===== config.mk =====
export PLATFORM = sky130hd
export DESIGN_NAME = dmem_miss_sequencer
export DESIGN_NICKNAME = d
export VERILOG_FILES = /design/src/rtl/dmem_miss_sequencer_pkg.sv /design/src/rtl/dmem_beat_counter.sv /design/src/rtl/dmem_miss_sequencer.sv
export SDC_FILE = /design/constraint.sdc
export NUM_CORES = 1
export LEC_CHECK = 0
export BUFFER_PORTS_ARGS = -buffer_cell sky130_fd_sc_hd__buf_2
export CAP_MARGIN = 5
export CORE_MARGIN = 2
export CORE_UTILIZATION = 40
export DETAILED_ROUTE_END_ITERATION = 10
export GPL_ROUTABILITY_DRIVEN = 0
export GPL_TIMING_DRIVEN = 0
export HOLD_SLACK_MARGIN = 0.03
export PLACE_DENSITY = 0.68
export REMOVE_ABC_BUFFERS = 1
export SLEW_MARGIN = 20
export SYNTH_ARGS = -nofsm -noshare
export SYNTH_HDL_FRONTEND = slang
export SYNTH_HIERARCHICAL = 1
export SYNTH_SLANG_ARGS = --single-unit

===== constraint.sdc =====
create_clock -name clk -period 2.66 [get_ports clk]
set_input_delay 0.532 -clock clk [delete_from_list [all_inputs] [get_ports clk]]
set_output_delay 0.532 -clock clk [all_outputs]
set_load 0.005 [all_outputs]

===== src/rtl/dmem_miss_sequencer_pkg.sv =====
// Shared definitions for the MEM-stage data-memory miss sequencer.
//   - seqState_e         : sequencer FSM states
//   - LineBytesDefault   : default data-memory line size in bytes
//   - RefillBeatsDefault : default number of 32-bit beats per line refill
//   - lineAlign()        : clears the byte-in-line bits of an address
package dmem_miss_sequencer_pkg;

    localparam int unsigned LineBytesDefault   = 16;
    localparam int unsigned RefillBeatsDefault = LineBytesDefault / 4;

    typedef enum logic [1:0] {
        StIdle,
        StReq,
        StFill,
        StReplay
    } seqState_e;

    // lineBytes must be a power of two.
    function automatic logic [31:0] lineAlign(input logic [31:0] addr,
                                              input int unsigned lineBytes);
        logic [31:0] mask;
        mask = ~(lineBytes - 32'd1);
        return addr & mask;
    endfunction

endpackage


===== src/rtl/dmem_beat_counter.sv =====
// Refill beat counter.
//   clk_i      : clock
//   rst_ni     : asynchronous active-low reset
//   clear_i    : synchronous clear (has priority over enable_i)
//   enable_i   : advance the count by one
//   count_o    : current beat index
//   terminal_o : count_o equals the last beat index (REFILL_BEATS-1)
module dmem_beat_counter #(
    parameter int unsigned BEAT_W       = 2,
    parameter int unsigned REFILL_BEATS = 4
) (
    input  logic              clk_i,
    input  logic              rst_ni,
    input  logic              clear_i,
    input  logic              enable_i,
    output logic [BEAT_W-1:0] count_o,
    output logic              terminal_o
);

    localparam logic [BEAT_W-1:0] TermCount = BEAT_W'(REFILL_BEATS - 1);

    logic [BEAT_W-1:0] countQ;

    always_ff @(posedge clk_i or negedge rst_ni) begin
        if (!rst_ni) begin
            countQ <= '0;
        end else if (clear_i) begin
            countQ <= '0;
        end else if (enable_i) begin
            countQ <= countQ + 1'b1;
        end
    end

    assign count_o    = countQ;
    assign terminal_o = (countQ == TermCount);

endmodule


===== src/rtl/dmem_miss_sequencer.sv =====
// MEM-stage data-memory miss sequencer. Detects a load miss, stalls the MEM/WB
// register, refills the line from backing memory and replays the access.
//   clk                  : pipeline clock
//   reset                : asynchronous active-low reset
//   mem_req              : MEM stage holds a valid load
//   mem_address          : byte address of the MEM-stage access
//   mem_hit              : same-cycle hit indication from the data memory
//   p4_pipeline_regWrite : MEM/WB write enable (0 = stall)
//   refill_req           : line refill request to backing memory
//   refill_addr          : line-aligned refill address
//   refill_ack           : backing memory accepted the request
//   refill_valid         : one refill beat present this cycle
//   fill_we / fill_beat  : data-memory fill write, one cycle after the beat
//   miss_count           : saturating miss counter
module dmem_miss_sequencer
    import dmem_miss_sequencer_pkg::*;
#(
    parameter int unsigned LINE_BYTES      = LineBytesDefault,
    parameter int unsigned REFILL_BEATS    = RefillBeatsDefault,
    parameter int unsigned BEAT_W          = 2,
    // Reset value of miss_count; nonzero only to preload the counter near saturation.
    parameter logic [15:0] MISS_COUNT_INIT = 16'h0000
) (
    input  logic              clk,
    input  logic              reset,
    input  logic              mem_req,
    input  logic [31:0]       mem_address,
    input  logic              mem_hit,
    output logic              p4_pipeline_regWrite,
    output logic              refill_req,
    output logic [31:0]       refill_addr,
    input  logic              refill_ack,
    input  logic              refill_valid,
    output logic              fill_we,
    output logic [BEAT_W-1:0] fill_beat,
    output logic [15:0]       miss_count
);

    seqState_e         stateQ, stateD;
    logic [31:0]       refillAddrQ, refillAddrD;
    logic [15:0]       missCountQ, missCountD;
    logic              fillWeQ;
    logic [BEAT_W-1:0] fillBeatQ;

    logic              stall;
    logic              missNow;
    logic              cntClear;
    logic              cntEnable;
    logic              cntTerminal;
    logic [BEAT_W-1:0] cntValue;

    dmem_beat_counter #(
        .BEAT_W       (BEAT_W),
        .REFILL_BEATS (REFILL_BEATS)
    ) uBeatCounter (
        .clk_i      (clk),
        .rst_ni     (reset),
        .clear_i    (cntClear),
        .enable_i   (cntEnable),
        .count_o    (cntValue),
        .terminal_o (cntTerminal)
    );

    always_comb begin
        stateD      = stateQ;
        refillAddrD = refillAddrQ;
        missCountD  = missCountQ;
        cntClear    = 1'b0;
        cntEnable   = 1'b0;
        missNow     = 1'b0;
        stall       = 1'b0;

        unique case (stateQ)
            StIdle: begin
                if (mem_req && !mem_hit) begin
                    missNow = 1'b1;
                    stateD  = StReq;
                end
            end
            StReq: begin
                stall = 1'b1;
                if (refill_ack) begin
                    cntClear = 1'b1;
                    stateD   = StFill;
                end
            end
            StFill: begin
                stall = 1'b1;
                if (refill_valid) begin
                    cntEnable = 1'b1;
                    if (cntTerminal) begin
                        stateD = StReplay;
                    end
                end
            end
            StReplay: begin
                // A flush or a hit releases the pipeline; the hit wins over a new request.
                if (!mem_req || mem_hit) begin
                    stateD = StIdle;
                end else begin
                    missNow = 1'b1;
                    stateD  = StReq;
                end
            end
            default: stateD = StIdle;
        endcase

        // Stall in the detect cycle too, so MEM/WB never captures missed data.
        if (missNow) begin
            stall       = 1'b1;
            refillAddrD = lineAlign(mem_address, LINE_BYTES);
            if (missCountQ != 16'hFFFF) begin
                missCountD = missCountQ + 16'd1;
            end
        end
    end

    always_ff @(posedge clk or negedge reset) begin
        if (!reset) begin
            stateQ      <= StIdle;
            refillAddrQ <= '0;
            missCountQ  <= MISS_COUNT_INIT;
            fillWeQ     <= 1'b0;
            fillBeatQ   <= '0;
        end else begin
            stateQ      <= stateD;
            refillAddrQ <= refillAddrD;
            missCountQ  <= missCountD;
            fillWeQ     <= (stateQ == StFill) && refill_valid;
            if ((stateQ == StFill) && refill_valid) begin
                fillBeatQ <= cntValue;
            end
        end
    end

    // The request is a decode of the registered state, so it is glitch-free.
    assign refill_req           = (stateQ == StReq);
    assign refill_addr          = refillAddrQ;
    assign fill_we              = fillWeQ;
    assign fill_beat            = fillBeatQ;
    assign miss_count           = missCountQ;
    assign p4_pipeline_regWrite = ~stall;

endmodule


==> results.json <==
{
  "yosysMostFrequentCell": "nand2_1",
  "die_area_mm2": 0.00646,
  "synth_seq_cells": 51,
  "drive_gt1_share_pct": 32.8,
  "die_y_um": 80.4,
  "synth_ff_type": "dfrtp_1",
  "postLayoutCellArea_mm2": 0.00295,
  "critPathMaxFanout": 23,
  "startpoint_type": "flop",
  "critPathSlowestCell": "or3_4",
  "dp.cells": 381,
  "syn2layout_area_growth_pct": 26.2,
  "nNetsFinal": 361,
  "drc": 0,
  "rows": 27,
  "gr-total-overflow": 0,
  "cpLargestDelayFamily": "simple AND/OR/NAND/NOR gates",
  "placed_area_mm2": 0.00282,
  "netlist.area_leader.share_pct": 54.7,
  "power_density_mw_per_mm2": 910,
  "drt_iter0_drc": 91,
  "grt_pass1_vias": 1724,
  "max_freq_mhz": 435,
  "clk_pin_slew_ns": 0.09,
  "wire_per_inst_um": 12.1,
  "finalWirelength_um": 4700,
  "clock_skew_ns": 0.00709,
  "viasPerCell": 4.76,
  "setup_tns_ns": 0,
  "synth-warning-count": 6,
  "finalSetupViolCount": 0,
  "slew_headroom_pct": 44.6,
  "grt_pass1_wl_um": 7930,
  "post-route-period-util_pct": 86.3,
  "p_leak_nw": 1.64,
  "port_buffers": 82,
  "ys_types": 33,
  "ys_async_sr_fraction_pct": 100,
  "final_max_slew_viol_count": 0,
  "syn-mean-instance-area_um2": 10.0,
  "vias": 1850,
  "synth_edf_count": 0,
  "ir_worst_vdd_mv": 0.596,
  "grtUsageTotal_pct": 15.6,
  "yosys-top-cells-count": "nand2_1, dfrtp_1, xor2_1",
  "root_buffer": "clkbuf_8",
  "hold_viol": 0,
  "clk_path_buf_depth": 2,
  "critPathKind": "flop to flop",
  "finalNonFillerCells": 389,
  "die_width_um": 80.4,
  "ant_nets": 0,
  "hold_class": "input pin to asynchronous set/reset pin",
  "worstSkewPairLatency_ns": 0.30,
  "path_buf_inv": 2,
  "crit_chain": "inv_1 -> ha_1 -> or3_4 -> buf_16 -> nor2_1 -> mux2_2",
  "antenna_found_initial": 0,
  "arrival_ns": 2.48,
  "ys_seq_area_share_pct": 54.7,
  "rsz0062_at_grt": "no",
  "io_pins": 91,
  "cap_violations": 0,
  "worstPathRequired_ns": 2.85,
  "start_util_pct": 41.9,
  "synth_area_leaders": "dfrtp_1, nand2_1, xor2_1",
  "tightest_slew_ns": 0.824,
  "core_mm2": 0.00557,
  "h-tree-depth": 2,
  "netlist_area_mm2": 0.00233,
  "cts_tree": "yes",
  "layout_min_cycle_time_ns": 2.30,
  "post-synth-top-area-cell": "dfrtp_1",
  "syn_inst": 233,
  "cpPeakStageDelay_ns": 0.54,
  "clock-sinks": 51,
  "n_antenna_cell": 0,
  "cts_buffers": 5,
  "run_status": "finished, final reports clean",
  "dp_hpwl_um": 3450,
  "dr.pass1.iters": 4,
  "grt_max_degree": 52,
  "end_kind": "flop"
}
[layout by cell type, fill, tap and decap left out, types with 2 or more instances in the layout]
cell type,Yosys,layout
conb_1,1,4
nor4_1,3,2
nand2_1,92,92
and4_1,2,2
and3_1,2,2
ha_1,7,7
o21ai_0,2,2
nand4_1,5,5
inv_1,4,4
and2_1,2,2
buf_2,3,81
nor2_1,8,8
dfrtp_1,51,51
clkbuf_8,0,6
nor3_1,6,6
nor4_4,3,3
mux2_2,3,3
buf_4,4,2
xor2_1,15,15
nand3_1,4,4
[cell families after synthesis]
family | count (synthesis) | synth area share (%)
buffers and inverters | 16 | 4.40
AOI/OAI and AO/OA | 4 | 1.23
DFF | 51 | 54.7
other | 1 | 0.161
xor gates and xnor gates | 16 | 6.01
adders and majority gates | 7 | 3.75
muxes | 4 | 1.88
and+or+nand+nor | 134 | 27.9
[worst register-to-register path: stages, from the launching register on]
cell and delay [ns]:
dfrtp_1 0.41, inv_1 0.16, ha_1 0.32, or3_4 0.54, buf_16 0.22, nor2_1 0.18
mux2_2 0.35
[final cells by class]
class                      instances  area, µm²
multi-input combinational        169        983
sequential                        51       1280
timing repair buffer              85        463
tap                               72       90.1
clock inverter                     2       35.0
clock buffer                       6       82.6
fill                             519       2630
inverter                           4       15.0
[stage by stage]
step | worst slack, ns | hold slack [ns] | power, mW | utilization, %
finish | 0.363 | 0.235 | 2.68 | 52.8
global route | 0.211 | 0.288 | 2.91 | 52.8
CTS | 0.100 | 0.259 | 2.72 | 52.8
detailed placement | 0.113 | 0.462 | 2.16 | 50.7
global placement | -0.630 | 0.454 | 2.08 | 49.5
floorplan | -0.0863 | 0.236 | 1.69 | -
[sequential cells by signal, summed over array words and instances (netlist names)]
name and count:
refill_addr 28, uBeatCounter/count_o 2, miss_count 16, stateQ 2
fill_we 1, fill_beat 2
[metal layers]
layer  share of wire, %  vias to the layer above  global-route usage [%]  routed length, µm
li1                   -                      916                       -                  -
met1                 46                      871                    20.4               2150
met2                 47                       59                    25.6               2220
met3                6.2                        4                    3.71                290
met4               0.91                        0                    5.08                 43
met5                  0                        -                       0                  0
[power by group]
part	leakage [nW]	internal [mW]	total [mW]	switching (mW)
clock	0.0612	0.304	0.548	0.244
sequential	0.652	1.04	1.21	0.169
combinational	0.925	0.431	0.924	0.493
[path summary, 6_finish.rpt]
path	from	to	slack (ns)	cells after the start
max in group asynchronous	reset	refill_addr[22]$_DFFE_PN0P_	1.98	1
min in group clk	mem_address[8]	refill_addr[8]$_DFFE_PN0P_	0.41	3
setup / recovery	stateQ[0]$_DFFE_PN0P_	miss_count[1]$_DFFE_PN0P_	0.36	6
setup reg to reg	stateQ[0]$_DFFE_PN0P_	miss_count[1]$_DFFE_PN0P_	0.36	6
hold reg to reg	refill_addr[8]$_DFFE_PN0P_	refill_addr[8]$_DFFE_PN0P_	0.48	2
hold / removal	reset	miss_count[15]$_DFFE_PN0P_	0.23	1
[what timing repair did]
item	in CTS	in global routing
endpoints found under the setup margin	0	2
gates resized for setup	0	1
buffers inserted	0	0
hold buffers	0	0
No activity file was read; power rests on OpenSTA's default activity.
